===== src/rtl/hex_str_render_if.sv =====
// Handshake bundle between the hex string renderer, its requester, the glyph
// ROM stage and the framebuffer writer.
interface hex_str_render_if #(
  parameter int DIGIT_N  = 8,
  parameter int CH_W     = 4,
  parameter int CH_ROW_W = 3,
  parameter int X_W      = ($clog2(DIGIT_N*8) < 1) ? 1 : $clog2(DIGIT_N*8)
);
  logic                  start;
  logic [DIGIT_N*4-1:0]  value;
  logic                  blank_lz;
  logic                  busy;
  logic                  done;
  logic [CH_W-1:0]       ch_sel;
  logic [CH_ROW_W-1:0]   row_sel;
  logic                  ch_px_rd;
  logic                  ch_px_valid;
  logic                  ch_px_in;
  logic                  px_valid;
  logic                  px_data;
  logic [X_W-1:0]        px_x;
  logic [CH_ROW_W-1:0]   px_y;
  logic                  px_last;

  modport slave (
    input  start, value, blank_lz, ch_px_valid, ch_px_in,
    output busy, done, ch_sel, row_sel, ch_px_rd,
           px_valid, px_data, px_x, px_y, px_last
  );

  modport master (
    output start, value, blank_lz, ch_px_valid, ch_px_in,
    input  busy, done, ch_sel, row_sel, ch_px_rd,
           px_valid, px_data, px_x, px_y, px_last
  );
endinterface


===== src/rtl/hex_str_render.sv =====
// Sequences glyph-row reads for a DIGIT_N-digit hex string and turns the
// returned serial glyph pixels into a raster-ordered (x, y, data) stream.
module hex_str_render #(
  parameter int DIGIT_N  = 8,
  parameter int CH_W     = 4,
  parameter int CH_ROW_W = 3,
  parameter int CH_COL_W = 3,
  parameter int X_W      = ($clog2(DIGIT_N*8) < 1) ? 1 : $clog2(DIGIT_N*8)
) (
  input  logic              clk,
  input  logic              rst_n,
  hex_str_render_if.slave   bus
);
  localparam int DIG_W = (DIGIT_N > 1) ? $clog2(DIGIT_N) : 1;
  localparam int VAL_W = DIGIT_N * 4;
  localparam logic [DIG_W-1:0]    DIG_LAST = DIG_W'(DIGIT_N - 1);
  localparam logic [CH_COL_W-1:0] COL_LAST = '1;
  localparam logic [CH_ROW_W-1:0] ROW_LAST = '1;

  typedef enum logic [1:0] {S_IDLE, S_RUN, S_DRAIN} state_t;

  state_t              r_state, w_state_next;
  logic [VAL_W-1:0]    r_value;
  logic [DIGIT_N-1:0]  r_mask, w_mask;
  logic [CH_COL_W-1:0] r_col, w_col_next;
  logic [DIG_W-1:0]    r_dig, w_dig_next;
  logic [CH_ROW_W-1:0] r_row, w_row_next;
  logic                r_busy, w_busy_next;
  logic                r_done, w_done_next;
  logic                r_rd, w_rd_next;
  logic [CH_W-1:0]     r_ch_sel, w_ch_sel_next;
  logic [CH_ROW_W-1:0] r_row_sel, w_row_sel_next;
  logic                w_latch;
  logic                w_issue_last;
  logic [3:0]          w_sel_nib;

  logic [CH_COL_W-1:0] r_rcol;
  logic [DIG_W-1:0]    r_rdig;
  logic [CH_ROW_W-1:0] r_rrow;
  logic                r_px_valid, r_px_data, r_px_last;
  logic [X_W-1:0]      r_px_x;
  logic [CH_ROW_W-1:0] r_px_y;
  logic                w_rx_mask;
  logic                w_rx_last;

  logic [3:0] w_nib    [DIGIT_N];
  logic [3:0] w_in_nib [DIGIT_N];

  // Digit 0 is the most significant nibble.
  for (genvar gi = 0; gi < DIGIT_N; gi++) begin : g_nib
    assign w_nib[gi]    = r_value[(DIGIT_N-1-gi)*4 +: 4];
    assign w_in_nib[gi] = bus.value[(DIGIT_N-1-gi)*4 +: 4];
  end

  // A digit blanks only while every more-significant digit is also zero.
  always_comb begin
    logic w_all_zero;
    w_all_zero = 1'b1;
    w_mask     = '0;
    for (int d = 0; d < DIGIT_N; d++) begin
      w_all_zero = w_all_zero & (w_in_nib[d] == 4'd0);
      w_mask[d]  = bus.blank_lz & w_all_zero & (d != DIGIT_N - 1);
    end
  end

  assign w_issue_last = (r_col == COL_LAST) && (r_dig == DIG_LAST) && (r_row == ROW_LAST);

  always_comb begin
    w_state_next = r_state;
    w_col_next   = r_col;
    w_dig_next   = r_dig;
    w_row_next   = r_row;
    w_busy_next  = r_busy;
    w_done_next  = 1'b0;
    w_rd_next    = 1'b0;
    w_latch      = 1'b0;
    unique case (r_state)
      S_IDLE: begin
        if (bus.start) begin
          w_state_next = S_RUN;
          w_latch      = 1'b1;
          w_col_next   = '0;
          w_dig_next   = '0;
          w_row_next   = '0;
          w_rd_next    = 1'b1;
          w_busy_next  = 1'b1;
        end
      end
      S_RUN: begin
        if (w_issue_last) begin
          w_state_next = S_DRAIN;
        end else begin
          w_rd_next  = 1'b1;
          w_col_next = r_col + 1'b1;
          if (r_col == COL_LAST) begin
            w_dig_next = (r_dig == DIG_LAST) ? '0 : r_dig + 1'b1;
            if (r_dig == DIG_LAST) w_row_next = r_row + 1'b1;
          end
        end
      end
      S_DRAIN: begin
        if (r_px_last) begin
          w_state_next = S_IDLE;
          w_done_next  = 1'b1;
          w_busy_next  = 1'b0;
        end
      end
      default: w_state_next = S_IDLE;
    endcase
  end

  always_comb begin
    w_sel_nib = '0;
    for (int d = 0; d < DIGIT_N; d++) begin
      if (w_dig_next == DIG_W'(d)) w_sel_nib = w_latch ? w_in_nib[d] : w_nib[d];
    end
    w_ch_sel_next  = w_rd_next ? CH_W'(w_sel_nib) : '0;
    w_row_sel_next = w_rd_next ? w_row_next : '0;
  end

  always_ff @(posedge clk or negedge rst_n) begin
    if (!rst_n) begin
      r_state   <= S_IDLE;
      r_value   <= '0;
      r_mask    <= '0;
      r_col     <= '0;
      r_dig     <= '0;
      r_row     <= '0;
      r_busy    <= 1'b0;
      r_done    <= 1'b0;
      r_rd      <= 1'b0;
      r_ch_sel  <= '0;
      r_row_sel <= '0;
    end else begin
      r_state   <= w_state_next;
      r_col     <= w_col_next;
      r_dig     <= w_dig_next;
      r_row     <= w_row_next;
      r_busy    <= w_busy_next;
      r_done    <= w_done_next;
      r_rd      <= w_rd_next;
      r_ch_sel  <= w_ch_sel_next;
      r_row_sel <= w_row_sel_next;
      if (w_latch) begin
        r_value <= bus.value;
        r_mask  <= w_mask;
      end
    end
  end

  always_comb begin
    w_rx_mask = 1'b0;
    for (int d = 0; d < DIGIT_N; d++) begin
      if (r_rdig == DIG_W'(d)) w_rx_mask = r_mask[d];
    end
  end

  assign w_rx_last = (r_rcol == COL_LAST) && (r_rdig == DIG_LAST) && (r_rrow == ROW_LAST);

  // Receive side runs on its own counters; glyph pixels arrive leftmost first.
  always_ff @(posedge clk or negedge rst_n) begin
    if (!rst_n) begin
      r_rcol     <= '0;
      r_rdig     <= '0;
      r_rrow     <= '0;
      r_px_valid <= 1'b0;
      r_px_data  <= 1'b0;
      r_px_x     <= '0;
      r_px_y     <= '0;
      r_px_last  <= 1'b0;
    end else begin
      r_px_valid <= 1'b0;
      r_px_data  <= 1'b0;
      r_px_x     <= '0;
      r_px_y     <= '0;
      r_px_last  <= 1'b0;
      if (w_latch) begin
        r_rcol <= '0;
        r_rdig <= '0;
        r_rrow <= '0;
      end else if (r_state != S_IDLE && bus.ch_px_valid) begin
        r_px_valid <= 1'b1;
        r_px_data  <= bus.ch_px_in & ~w_rx_mask;
        r_px_x     <= X_W'({r_rdig, r_rcol});
        r_px_y     <= r_rrow;
        r_px_last  <= w_rx_last;
        r_rcol     <= r_rcol + 1'b1;
        if (r_rcol == COL_LAST) begin
          r_rdig <= (r_rdig == DIG_LAST) ? '0 : r_rdig + 1'b1;
          if (r_rdig == DIG_LAST) r_rrow <= r_rrow + 1'b1;
        end
      end
    end
  end

  assign bus.busy     = r_busy;
  assign bus.done     = r_done;
  assign bus.ch_px_rd = r_rd;
  assign bus.ch_sel   = r_ch_sel;
  assign bus.row_sel  = r_row_sel;
  assign bus.px_valid = r_px_valid;
  assign bus.px_data  = r_px_data;
  assign bus.px_x     = r_px_x;
  assign bus.px_y     = r_px_y;
  assign bus.px_last  = r_px_last;

  // Once the final pixel has been taken the glyph stage must stay quiet.
  a_no_valid_after_wrap: assert property (@(posedge clk) disable iff (!rst_n)
    (r_state == S_DRAIN && r_px_last) |-> !bus.ch_px_valid);
endmodule


===== src/flat_wrapper.sv =====
// flat-port wrapper written by rule: the top's interface ports become plain ports
module hex_str_render_flat 
#(
  parameter int DIGIT_N  = 8,
  parameter int CH_W     = 4,
  parameter int CH_ROW_W = 3,
  parameter int CH_COL_W = 3,
  parameter int X_W      = ($clog2(DIGIT_N*8) < 1) ? 1 : $clog2(DIGIT_N*8)
)
  (clk, rst_n, bus_start, bus_value, bus_blank_lz, bus_ch_px_valid, bus_ch_px_in, bus_busy, bus_done, bus_ch_sel, bus_row_sel, bus_ch_px_rd, bus_px_valid, bus_px_data, bus_px_x, bus_px_y, bus_px_last);
  hex_str_render_if #(.DIGIT_N(DIGIT_N), .CH_W(CH_W), .CH_ROW_W(CH_ROW_W), .X_W(X_W)) bus_i ();
  input  logic clk;
  input  logic rst_n;
  input wire logic [$bits(bus_i.start)-1:0] bus_start;
  input wire logic [$bits(bus_i.value)-1:0] bus_value;
  input wire logic [$bits(bus_i.blank_lz)-1:0] bus_blank_lz;
  input wire logic [$bits(bus_i.ch_px_valid)-1:0] bus_ch_px_valid;
  input wire logic [$bits(bus_i.ch_px_in)-1:0] bus_ch_px_in;
  output wire logic [$bits(bus_i.busy)-1:0] bus_busy;
  output wire logic [$bits(bus_i.done)-1:0] bus_done;
  output wire logic [$bits(bus_i.ch_sel)-1:0] bus_ch_sel;
  output wire logic [$bits(bus_i.row_sel)-1:0] bus_row_sel;
  output wire logic [$bits(bus_i.ch_px_rd)-1:0] bus_ch_px_rd;
  output wire logic [$bits(bus_i.px_valid)-1:0] bus_px_valid;
  output wire logic [$bits(bus_i.px_data)-1:0] bus_px_data;
  output wire logic [$bits(bus_i.px_x)-1:0] bus_px_x;
  output wire logic [$bits(bus_i.px_y)-1:0] bus_px_y;
  output wire logic [$bits(bus_i.px_last)-1:0] bus_px_last;
  assign bus_i.start = bus_start;
  assign bus_i.value = bus_value;
  assign bus_i.blank_lz = bus_blank_lz;
  assign bus_i.ch_px_valid = bus_ch_px_valid;
  assign bus_i.ch_px_in = bus_ch_px_in;
  assign bus_busy = bus_i.busy;
  assign bus_done = bus_i.done;
  assign bus_ch_sel = bus_i.ch_sel;
  assign bus_row_sel = bus_i.row_sel;
  assign bus_ch_px_rd = bus_i.ch_px_rd;
  assign bus_px_valid = bus_i.px_valid;
  assign bus_px_data = bus_i.px_data;
  assign bus_px_x = bus_i.px_x;
  assign bus_px_y = bus_i.px_y;
  assign bus_px_last = bus_i.px_last;
  hex_str_render #(.DIGIT_N(DIGIT_N), .CH_W(CH_W), .CH_ROW_W(CH_ROW_W), .CH_COL_W(CH_COL_W), .X_W(X_W)) u_core (.clk(clk), .rst_n(rst_n), .bus(bus_i));
endmodule

===== config.mk =====
export PLATFORM = sky130hd
export DESIGN_NAME = hex_str_render_flat
export DESIGN_NICKNAME = d
export VERILOG_FILES = /design/src/rtl/hex_str_render_if.sv /design/src/rtl/hex_str_render.sv /design/src/flat_wrapper.sv
export SDC_FILE = /design/constraint.sdc
export NUM_CORES = 1
export LEC_CHECK = 0
export ABC_AREA = 1
export BUFFER_PORTS_ARGS = -buffer_cell sky130_fd_sc_hd__clkbuf_2
export CAP_MARGIN = 15
export CORE_MARGIN = 4
export CORE_UTILIZATION = 60
export DETAILED_ROUTE_END_ITERATION = 10
export MAX_ROUTING_LAYER = met4
export PLACE_DENSITY = 0.84
export SYNTH_ARGS = -nofsm -noshare
export SYNTH_HDL_FRONTEND = slang
export SYNTH_SLANG_ARGS = --single-unit

===== constraint.sdc =====
create_clock -name clk -period 6.32 [get_ports clk]
set_input_delay 0.316 -clock clk [delete_from_list [all_inputs] [get_ports clk]]
set_output_delay 0.316 -clock clk [all_outputs]
set_load 0.02 [all_outputs]

# Word-level counts from Yosys, hierarchy flattened
# Cells that the tools add are included.
[word_totals]
regBits = 81
input_bits = 38
elab_cells = 163
[classes]
addsub = 6
eq_ne = 25
muxes = 72
bitwise_logic = 15
reduce_logical = 26
[op_table]
columns = ["cell", "n"]
rows = [
  ["3-bit two-way mux", 23],
  ["4-bit two-way mux", 17],
  ["3-bit equality test, second input constant", 13],
  ["4-bit zero test", 7],
  ["1-bit two-way mux", 21],
  ["3-bit by 1-bit adder with 3-bit output, second input constant", 6],
  ["3-bit one-hot mux with 2 select lines", 3],
  ["1-bit AND", 14],
  ["3-bit by 2-bit equality test with 1-bit output, second input constant", 4],
  ["6-bit two-way mux", 2],
  ["3-bit AND reduction", 4],
  ["2-bit nonzero test", 6],
  ["3-bit by 1-bit equality test with 1-bit output, second input constant", 2],
  ["3-bit zero test", 2],
  ["2-bit two-way mux", 3],
  ["2-bit one-hot mux with 3 select lines", 1],
  ["1-bit logical AND", 5],
  ["2-bit by 1-bit != test with 1-bit output, second input constant", 2],
  ["2-bit != test, second input constant", 2],
  ["1-bit one-hot mux with 2 select lines", 2],
  ["2-bit by 1-bit equality test with 1-bit output, second input constant", 1],
  ["2-bit equality test, second input constant", 1],
  ["2-bit zero test", 1],
  ["2-bit AND reduction", 1],
  ["1-bit NOT", 1],
]

# Longest topological paths before layout
# Gate-level depths: netlist (run 1).
[depth]
depth_word = 15
depth_mapped = 19

# Worst setup path before layout (run 1)
# Ideal clock, no wire load.
[synth_path]
kind = "reg2reg"
startpoint = "reg u_core.r_col[0]"
endpoint = "reg u_core.r_ch_sel[3] (netlist: u_core.bus.ch_sel[3])"
t_arrival_ns = 1.861
t_required_ns = 6.197
slack_ns = 4.336
stages_incl_launch_ff = 15
cell_sequence = "dfrtp_1 > ha_1 > ha_1 > nand2_1 > nand2_1 > nand2_1 > nand3_2 > nand2_4 > inv_2 > buf_4 > nor2_4 > inv_2 > or2_0 > nand2_1 > a21oi_1"
[synth_between]
elab_chain_cells = 15
word_cells_on_any_way = 25
cone_classes = "8 x eq/ne; 14 x mux; 3 x reduce/logical"
[synth_rtl]
columns = ["item", "line", "text"]
rows = [
  ["start, declared", "hex_str_render.sv:25", "logic [CH_COL_W-1:0] r_col, w_col_next;"],
  ["start signal, assigned", "hex_str_render.sv:136", "r_col <= w_col_next;"],
  ["3-bit equality test *", "hex_str_render.sv:66, hex_str_render.sv:95", ""],
  ["1-bit logical AND (2 in a row)", "hex_str_render.sv:66", "assign w_issue_last = (r_col == COL_LAST) && (r_dig == DIG_LAST) && (r_row == ROW_LAST);"],
  ["3-bit two-way mux *", "hex_str_render.sv:90", "if (w_issue_last) begin"],
  ["3-bit one-hot mux with 2 select lines *", "hex_str_render.sv:77", "unique case (r_state)"],
  ["named net u_core.w_dig_next[2]", "hex_str_render.sv:26", "logic [DIG_W-1:0] r_dig, w_dig_next;"],
  ["3-bit zero test", "hex_str_render.sv:115", "if (w_dig_next == DIG_W'(d)) w_sel_nib = w_latch ? w_in_nib[d] : w_nib[d];"],
  ["4-bit two-way mux (7 in a row)", "hex_str_render.sv:115", ""],
  ["4-bit two-way mux *", "hex_str_render.sv:115", ""],
  ["4-bit two-way mux *", "hex_str_render.sv:117", "w_ch_sel_next = w_rd_next ? CH_W'(w_sel_nib) : '0;"],
  ["named net u_core.w_ch_sel_next[3]", "hex_str_render.sv:31", "logic [CH_W-1:0] r_ch_sel, w_ch_sel_next;"],
  ["end signal, assigned", "hex_str_render.sv:142", "r_ch_sel <= w_ch_sel_next;"],
  ["end, declared", "hex_str_render.sv:31", ""],
]
# The timed path passes the listed nets; every way through them passes the cells marked *.
# A chain may end at the register's enable or synchronous reset.

# Worst setup path in the final report (run 1)
[layout_path]
startpoint = "reg u_core.r_state[1]"
endpoint = "reg u_core.r_ch_sel[3] (netlist: u_core.bus.ch_sel[3])"
[layout_between]
elab_chain_cells = 12
word_cells_on_any_way = 30
cone_classes = "8 x eq/ne; 20 x mux; 2 x reduce/logical"
[layout_rtl]
columns = ["item", "line", "text"]
rows = [
  ["start, declared", "hex_str_render.sv:22", "state_t r_state, w_state_next;"],
  ["start signal, assigned", "hex_str_render.sv:135", "r_state <= w_state_next;"],
  ["2-bit by 1-bit equality test with 1-bit output or 2-bit zero test (tied branches)", "hex_str_render.sv:77", ""],
  ["3-bit one-hot mux with 2 select lines or 1-bit two-way mux (tied branches)", "hex_str_render.sv:77", ""],
  ["3-bit zero test or 4-bit two-way mux (tied branches)", "hex_str_render.sv:115", ""],
  ["4-bit two-way mux (8 in a row)", "hex_str_render.sv:115", ""],
  ["4-bit two-way mux *", "hex_str_render.sv:117", ""],
  ["named net u_core.w_ch_sel_next[3]", "hex_str_render.sv:31", ""],
]
# Marks and branches as above.

==> impl_metrics.yaml, run 1 <==
status:
  status: "completed"
clocking:
  holdBufCountCts: 0
  cts_resized: 0
  path_clk_slew_ps: 90
  clock_path_buffers: 2
  cts.sinks: 81
  cts_setup_buffers: 0
  cts_root_buf: "clkbuf_8"
  numCtsBuffers: 9
  clk_latency_ps: 350
  htree_num_levels: 3
  cts_tree: "done"
setup_path:
  reg2reg_to: "u_core.bus.ch_sel[3]"
  cp-start-kind: "register"
  cpPeakStageDelay_ps: 470
  path_buf_inv: 2
  worstPathRequired_ps: 6560
  r2r.worst_path.cells: 13
  critPathKind: "reg -> reg"
  worstPathMaxFanout: 60
  r2r_start: "u_core.r_state[1]"
  cp-end-kind: "register"
  path_cells: "nor2_1, nand2_1, buf_4, inv_1, or2_2, o21ai_0, nand2_1, nand2_1, nand2_1, nand2_1, nand2_1, nand2_1, a21oi_1"
  r2r_slack_ps: 3740
  critPathArrivalTime_ps: 2820
  cp_common_cell: "nand2_1"
  crit_family: "buffers and inverters"
  slowest_stage: "buf_4"
sta:
  hold_viol: 0
  timing.slew.headroom_pct: 34.55
  worst_pin_slew_ps: 981.8
  maxSlewViolCount: 0
  rsz0062_at_grt: "false"
  setup_tns_ps: 0
  setup_slack_ps: 3738
  max_clock_freq_ghz: 0.3872
  setup_viol: 0
  fin_skew_ps: 8.258
  finalCritPeriodShare_pct: 40.86
  period_minus_slack_ps: 2582
synth:
  yosys.area.top_type_share_pct: 51.84
  ys_seq_area_share_pct: 51.84
  async_flop_share_pct: 100.0
  synth_nets: 514
  synth_area_leaders: "dfrtp_1 (52%), nand2_1 (13%), inv_1 (6.1%), ha_1 (5.1%), o21ai_0 (4.5%)"
  synth_area_sq_um: 3910
  yosys.area.top_type: "dfrtp_1"
  synth-seq-cells: 81
  ys.flop_type: "dfrtp_1"
  yosysUniqueCellTypes: 32
  avgSynthCellArea_sq_um: 8.500
  synth_enable_flop_cells: 0
  ys_warn_count: 0
  synthCells: 460
pwr:
  max-vdd-ir-drop_uv: 284.1
  p_leak_uw: 0.002414
  p_total_uw: 1680
  p_per_area_nw_per_um2: 375.9
global_route:
  grt_pass1_wl_mm: 14.63
  grt.total_usage_pct: 24.92
  first_global_vias: 3272
  grt_max_degree: 82
  grt-ovfl-total: 0
  antenna_found_initial: 0
finish:
  finalNetCount: 576
  areaGrowthSynthToFinish_pct: 14.34
  fillers: 496
  multiInputGateArea_sq_um: 1562
  diodes: 0
  drive_above_1_share_pct: 19.73
  area.sequential_sq_um: 2027
placed_design:
  gp_congestion: 0.9422
  dp_hpwl_mm: 6.092
  io_buffers: 59
  dp_slack_ps: 3766
floorplanning:
  dieArea_sq_um: 7872
  initial_core_util_pct: 61.58
  die_h_um: 88.73
  core_sq_um: 6350
  dieWidth_um: 88.73
  ioPinCount: 60
  row_count: 29
detailed_routing:
  drc: 0
  vias: 3265
  drtAntennaViolNets: 0
  drt-total-wl_mm: 8.453
  vias_per_cell: 5.406
  wl_per_cell_um: 14.00
  drt_iter0_drc: 194
  detail_route.first_pass.iterations: 5
hold_path:
  hp-class: "in -> async"
flow_run:
  maxCapViolCount: 0
layout by cell type, fill, tap and decap left out, drive strengths merged:
master,n
a31oi,1
inv,74
nor2,24
o41ai,1
o211ai,1
nor3,3
bufinv,1
ha,16
o21ai,36
o22ai,4
o21a,7
o221ai,1
clkbuf,67
o31ai,1
or2,7
a32o,1
buf,3
a21oi,13
nand3,21
dfrtp,81
nor4,6
a22o,2
and3,1
clkinv,4
nand4,10
nand2,141
cell type report:
class / count / share of cell area [%]
well taps: 77 / 2.155
clock inverters: 7 / 1.763
clock buffers: 9 / 2.771
multi-input cells: 297 / 34.93
inverters: 72 / 6.045
flip-flops and latches: 81 / 45.34
repair buffers: 61 / 6.997
flip-flops by register name (all words and copies together) (netlist names), 4 cells and up:
signal / flops
u_core.r_mask: 7
u_core.bus.px_x: 6
u_core.r_value: 32
u_core.bus.ch_sel: 4
how the worst max path moves through the flow:
stage                                  from                   end  slack (ps)  cells after the start
after floorplan             u_core.r_col[0]  u_core.bus.ch_sel[3]        4340                     14
after global placement    u_core.r_state[1]  u_core.bus.ch_sel[1]        3870                     13
after detailed placement  u_core.r_state[1]  u_core.bus.ch_sel[3]        3770                     13
after CTS                 u_core.r_state[1]  u_core.bus.ch_sel[3]        3740                     13
after global routing      u_core.r_state[1]  u_core.bus.ch_sel[0]        3430                     13
final                     u_core.r_state[1]  u_core.bus.ch_sel[3]        3740                     13
per-stage QoR:
step                hold WS [ps]  cells  utilization, %  area, sq um
floorplan                  20.41    460               -         3910
global placement           456.2    588           67.21         4268
detailed placement         456.4    588           67.21         4268
CTS                        155.6    604           70.40         4471
global route               159.4    604           70.40         4471
finish                     116.1    604           70.40         4471
report_power, final:
part / switching (uW) / internal, uW / total, uW / leakage [uW]
logic: 383 / 193 / 576 / 0.00126
registers: 57.6 / 663 / 720 / 0.00105
clock network: 197 / 187 / 384 / 0.000104
routing by layer:
layer	up-vias	share of wire, %	GRT usage [%]
li1	1599	-	-
met1	1542	44	32.08
met2	106	48	39.00
met3	18	6.4	4.935
met4	0	2.2	9.615
met5	-	0	-
cell families (layout without fill, tap and decap cells):
kind of cell / Yosys count / after routing / share of synthesized area (%)
flops: 81 / 81 / 51.84
compound gates: 68 / 68 / 10.05
fa+ha+maj: 16 / 16 / 5.120
simple gates: 213 / 213 / 24.77
buf+inv: 82 / 149 / 8.224
Yosys cell counts (all sizes together), types with 4 or more instances:
library cell    n
a21oi          13
buf             9
dfrtp          81
ha             16
inv            72
nand2         141
nand3          21
nand4          10
nor2           24
nor4            6
o21a            7
o21ai          36
o22ai           4
or2             7
worst reg2reg max path: stages, from the launching register on:
cell	delay, ps
dfrtp_1	450
nor2_1	70
nand2_1	60
buf_4	470
inv_1	490
or2_2	400
o21ai_0	100
nand2_1	90
nand2_1	70
nand2_1	50
nand2_1	50
nand2_1	50
nand2_1	70
a21oi_1	60
Note: power is estimated with default switching activity, not from simulation.
==> run 2, diff against run 1 <==
--- a/config.mk
+++ b/config.mk
@@ -5,14 +5,14 @@
 export SDC_FILE = /design/constraint.sdc
 export NUM_CORES = 1
 export LEC_CHECK = 0
-export ABC_AREA = 1
+export ABC_AREA = 0
 export BUFFER_PORTS_ARGS = -buffer_cell sky130_fd_sc_hd__clkbuf_2
 export CAP_MARGIN = 15
 export CORE_MARGIN = 4
-export CORE_UTILIZATION = 60
+export CORE_UTILIZATION = 51
 export DETAILED_ROUTE_END_ITERATION = 10
 export MAX_ROUTING_LAYER = met4
-export PLACE_DENSITY = 0.84
+export PLACE_DENSITY = 0.76
 export SYNTH_ARGS = -nofsm -noshare
 export SYNTH_HDL_FRONTEND = slang
 export SYNTH_SLANG_ARGS = --single-unit
==> constraint.sdc (replaced) <==
create_clock -name clk -period 2.3 [get_ports clk]
set_input_delay 0.115 -clock clk [delete_from_list [all_inputs] [get_ports clk]]
set_output_delay 0.115 -clock clk [all_outputs]
set_load 0.02 [all_outputs]
==> run 2 against run 1 <==
- area after synthesis shrank 3.5%
- critical path type unchanged
- highest routed layer unchanged
- largest power group unchanged
- sequential cell count is the same
- routed wire length shrank 3.8%
==> impl_metrics.yaml, run 2 <==
status:
  status: "completed"
synth:
  yosys.area.top_type_share_pct: 53.71
  ys.flop_type: "dfrtp_1"
  synthCells: 347
  synth_area_leaders: "dfrtp_1 (54%), mux2_2 (7.8%), nand2_1 (6.6%), ha_1 (5.3%), mux2i_1 (4.2%)"
  yosys.area_share.simple_pct: 16.58
  synth_compound_area_share_pct: 8.853
  synth.top_cells.by_count: "dfrtp_1 (81), nand2_1 (66), mux2_2 (26), ha_1 (16), mux2i_1 (16)"
  synth_nets: 401
  synth_enable_flop_cells: 0
  ys_warn_count: 0
  ys_seq_area_share_pct: 53.71
  synthMuxAreaShare_pct: 12.30
  synth_area_sq_um: 3774
  async_flop_share_pct: 100.0
  synthAdderAreaFrac_pct: 5.305
  yosysUniqueCellTypes: 44
  avgSynthCellArea_sq_um: 10.87
  yosys.cell_count.top_type: "dfrtp_1"
  synth_top_family_by_area: "simple AND/OR/NAND/NOR gates"
  yosys.area.top_type: "dfrtp_1"
  synth_xor_area_share_pct: 0.2321
  synth-seq-cells: 81
sta:
  timing.slew.headroom_pct: 57.96
  setup_tns_ps: 0
  period_minus_slack_ps: 2188
  max_clock_freq_ghz: 0.4571
  fin_skew_ps: 11.59
  rsz0062_at_grt: "false"
  setup_slack_ps: 112.1
  hold_viol: 0
  worst_pin_slew_ps: 630.6
  finalCritPeriodShare_pct: 95.13
  maxSlewViolCount: 0
  setup_viol: 0
detailed_routing:
  detail_route.first_pass.iterations: 4
  drt_iter0_drc: 177
  drtAntennaViolNets: 0
  drt-total-wl_mm: 8.133
  vias_per_cell: 5.305
  drc: 0
  wl_per_cell_um: 15.32
  vias: 2817
flow_run:
  maxCapViolCount: 0
floorplanning:
  core_sq_um: 7214
  dieWidth_um: 94.02
  initial_core_util_pct: 52.31
  dieArea_sq_um: 8840
  ioPinCount: 60
  die_h_um: 94.02
  row_count: 31
finish:
  fillers: 594
  area.sequential_sq_um: 2027
  final_common_cell: "dfrtp_1"
  areaGrowthSynthToFinish_pct: 20.89
  layout_common_cells: "dfrtp_1 (81), nand2_1 (66), clkbuf_2 (58), mux2_2 (26), ha_1 (16)"
  finalNetCount: 481
  multiInputGateArea_sq_um: 1669
  largest_reg_flops: 32
  final_cells: 531
  fin_area_sq_um: 4562
  top_register: "u_core.r_value"
  diodes: 0
  drive_above_1_share_pct: 28.47
placed_design:
  dpl.cell_count: 501
  dp_slack_ps: 72.97
  placedInstanceArea_sq_um: 4229
  dp_hpwl_mm: 5.957
  gp_congestion: 0.8918
  io_buffers: 59
setup_path:
  critPathArrivalTime_ps: 2450
  path_cells: "ha_1, ha_1, a21o_4, a31o_1, buf_12, a221oi_2, mux2i_1, o22ai_1"
  path_buf_inv: 1
  slowest_stage: "dfrtp_1"
  worstPathMaxFanout: 11
  crit_family: "compound AO/OA/AOI/OAI gates"
  worstPathRequired_ps: 2570
  r2r_slack_ps: 110
  critPathKind: "reg -> reg"
  cp-end-kind: "register"
  cp-start-kind: "register"
  cpPeakStageDelay_ps: 390
  cp_common_cell: "ha_1"
pwr:
  max-vdd-ir-drop_uv: 456.9
  p_leak_uw: 0.002299
  p_total_uw: 2903
  p_per_area_nw_per_um2: 636.4
global_route:
  grt_max_degree: 49
  grt_pass1_wl_mm: 13.83
  use_met3_pct: 3.766
  busiest_layer: "met2"
  use_met1_pct: 27.69
  grt.total_usage_pct: 20.94
  grt_use_met2_pct: 31.99
  grt-ovfl-total: 0
  antenna_found_initial: 0
  first_global_vias: 2869
clocking:
  cts_root_buf: "clkbuf_8"
  clk_latency_ps: 350
  path_clk_slew_ps: 80
  numCtsBuffers: 9
  cts_tree: "done"
  clock_path_buffers: 2
  htree_num_levels: 3
  cts.sinks: 81
hold_path:
  hp-class: "in -> reg"
-- run 2: cell types whose count changed after synthesis, moves of 8 or more --
cell	change
inv_2	-8
mux2_2	+26
mux2i_1	+16
nand4_1	-9
and2_1	+12
nand2_1	-70
nor2_1	-10
inv_1	-53
o21ai_0	-20
-- run 2: logic make-up after synthesis --
kind of cell | Yosys count
AOI/OAI and AO/OA | 50
xor gates and xnor gates | 1
adders and majority gates | 16
buffers and inverters | 25
DFF | 81
muxes | 43
and+or+nand+nor | 131
-- run 2: timing repair --
item,in CTS,in global routing
setup buffers,0,4
resized for setup,0,6
endpoints found under the hold margin,56,0
hold buffers,10,0
endpoints found under the setup margin,0,4
-- run 2: worst reg2reg max path: stages, from the launching register on --
cell and delay, ps:
dfrtp_1 390, ha_1 200, ha_1 280, a21o_4 270, a31o_1 260, buf_12 160
a221oi_2 290, mux2i_1 110, o22ai_1 140
-- run 2: cell type report --
cell class	instances	share of cell area, %
sequential	81	44.43
inverter	11	0.9051
multi-input combinational	241	36.59
tap	99	2.715
clock inverter	5	0.6857
timing repair buffer	83	11.57
clock buffer	11	3.099
-- run 2: power by group --
| group | internal [uW] | switching [uW] | total, uW |
|---|---|---|---|
| registers | 1520 | 66.6 | 1580 |
| clock network | 418 | 507 | 925 |
| logic | 178 | 215 | 393 |
-- run 2: path summary, 6_finish.rpt --
path | cells past startpoint | endpoint | start
min reg2reg | 2 | u_core.r_value[10] | u_core.r_value[10]
max in group asynchronous | 3 | u_core.r_value[6] | rst_n
min | 3 | u_core.r_value[29] | bus_value[29]
min in group asynchronous | 2 | u_core.r_row[2] | rst_n
max reg2reg | 8 | u_core.bus.ch_sel[2] | u_core.r_dig[0]
max | 8 | u_core.bus.ch_sel[2] | u_core.r_dig[0]
-- run 2: per-layer routing --
metal	vias to the layer above	part of all wire [%]	wire length, um
met5	-	0	0
met4	0	2.3	183
met3	15	5.2	426
met2	77	48	3881
met1	1357	45	3641
li1	1368	-	-
-- run 2: per-stage QoR --
stage | hold WS [ps] | util [%]
finish | 19.55 | 63.23
detailed placement | 181.4 | 58.62
global placement | 170.6 | 58.62
floorplan | -180.6 | -
CTS | 4.940 | 62.40
global route | 9.292 | 63.23
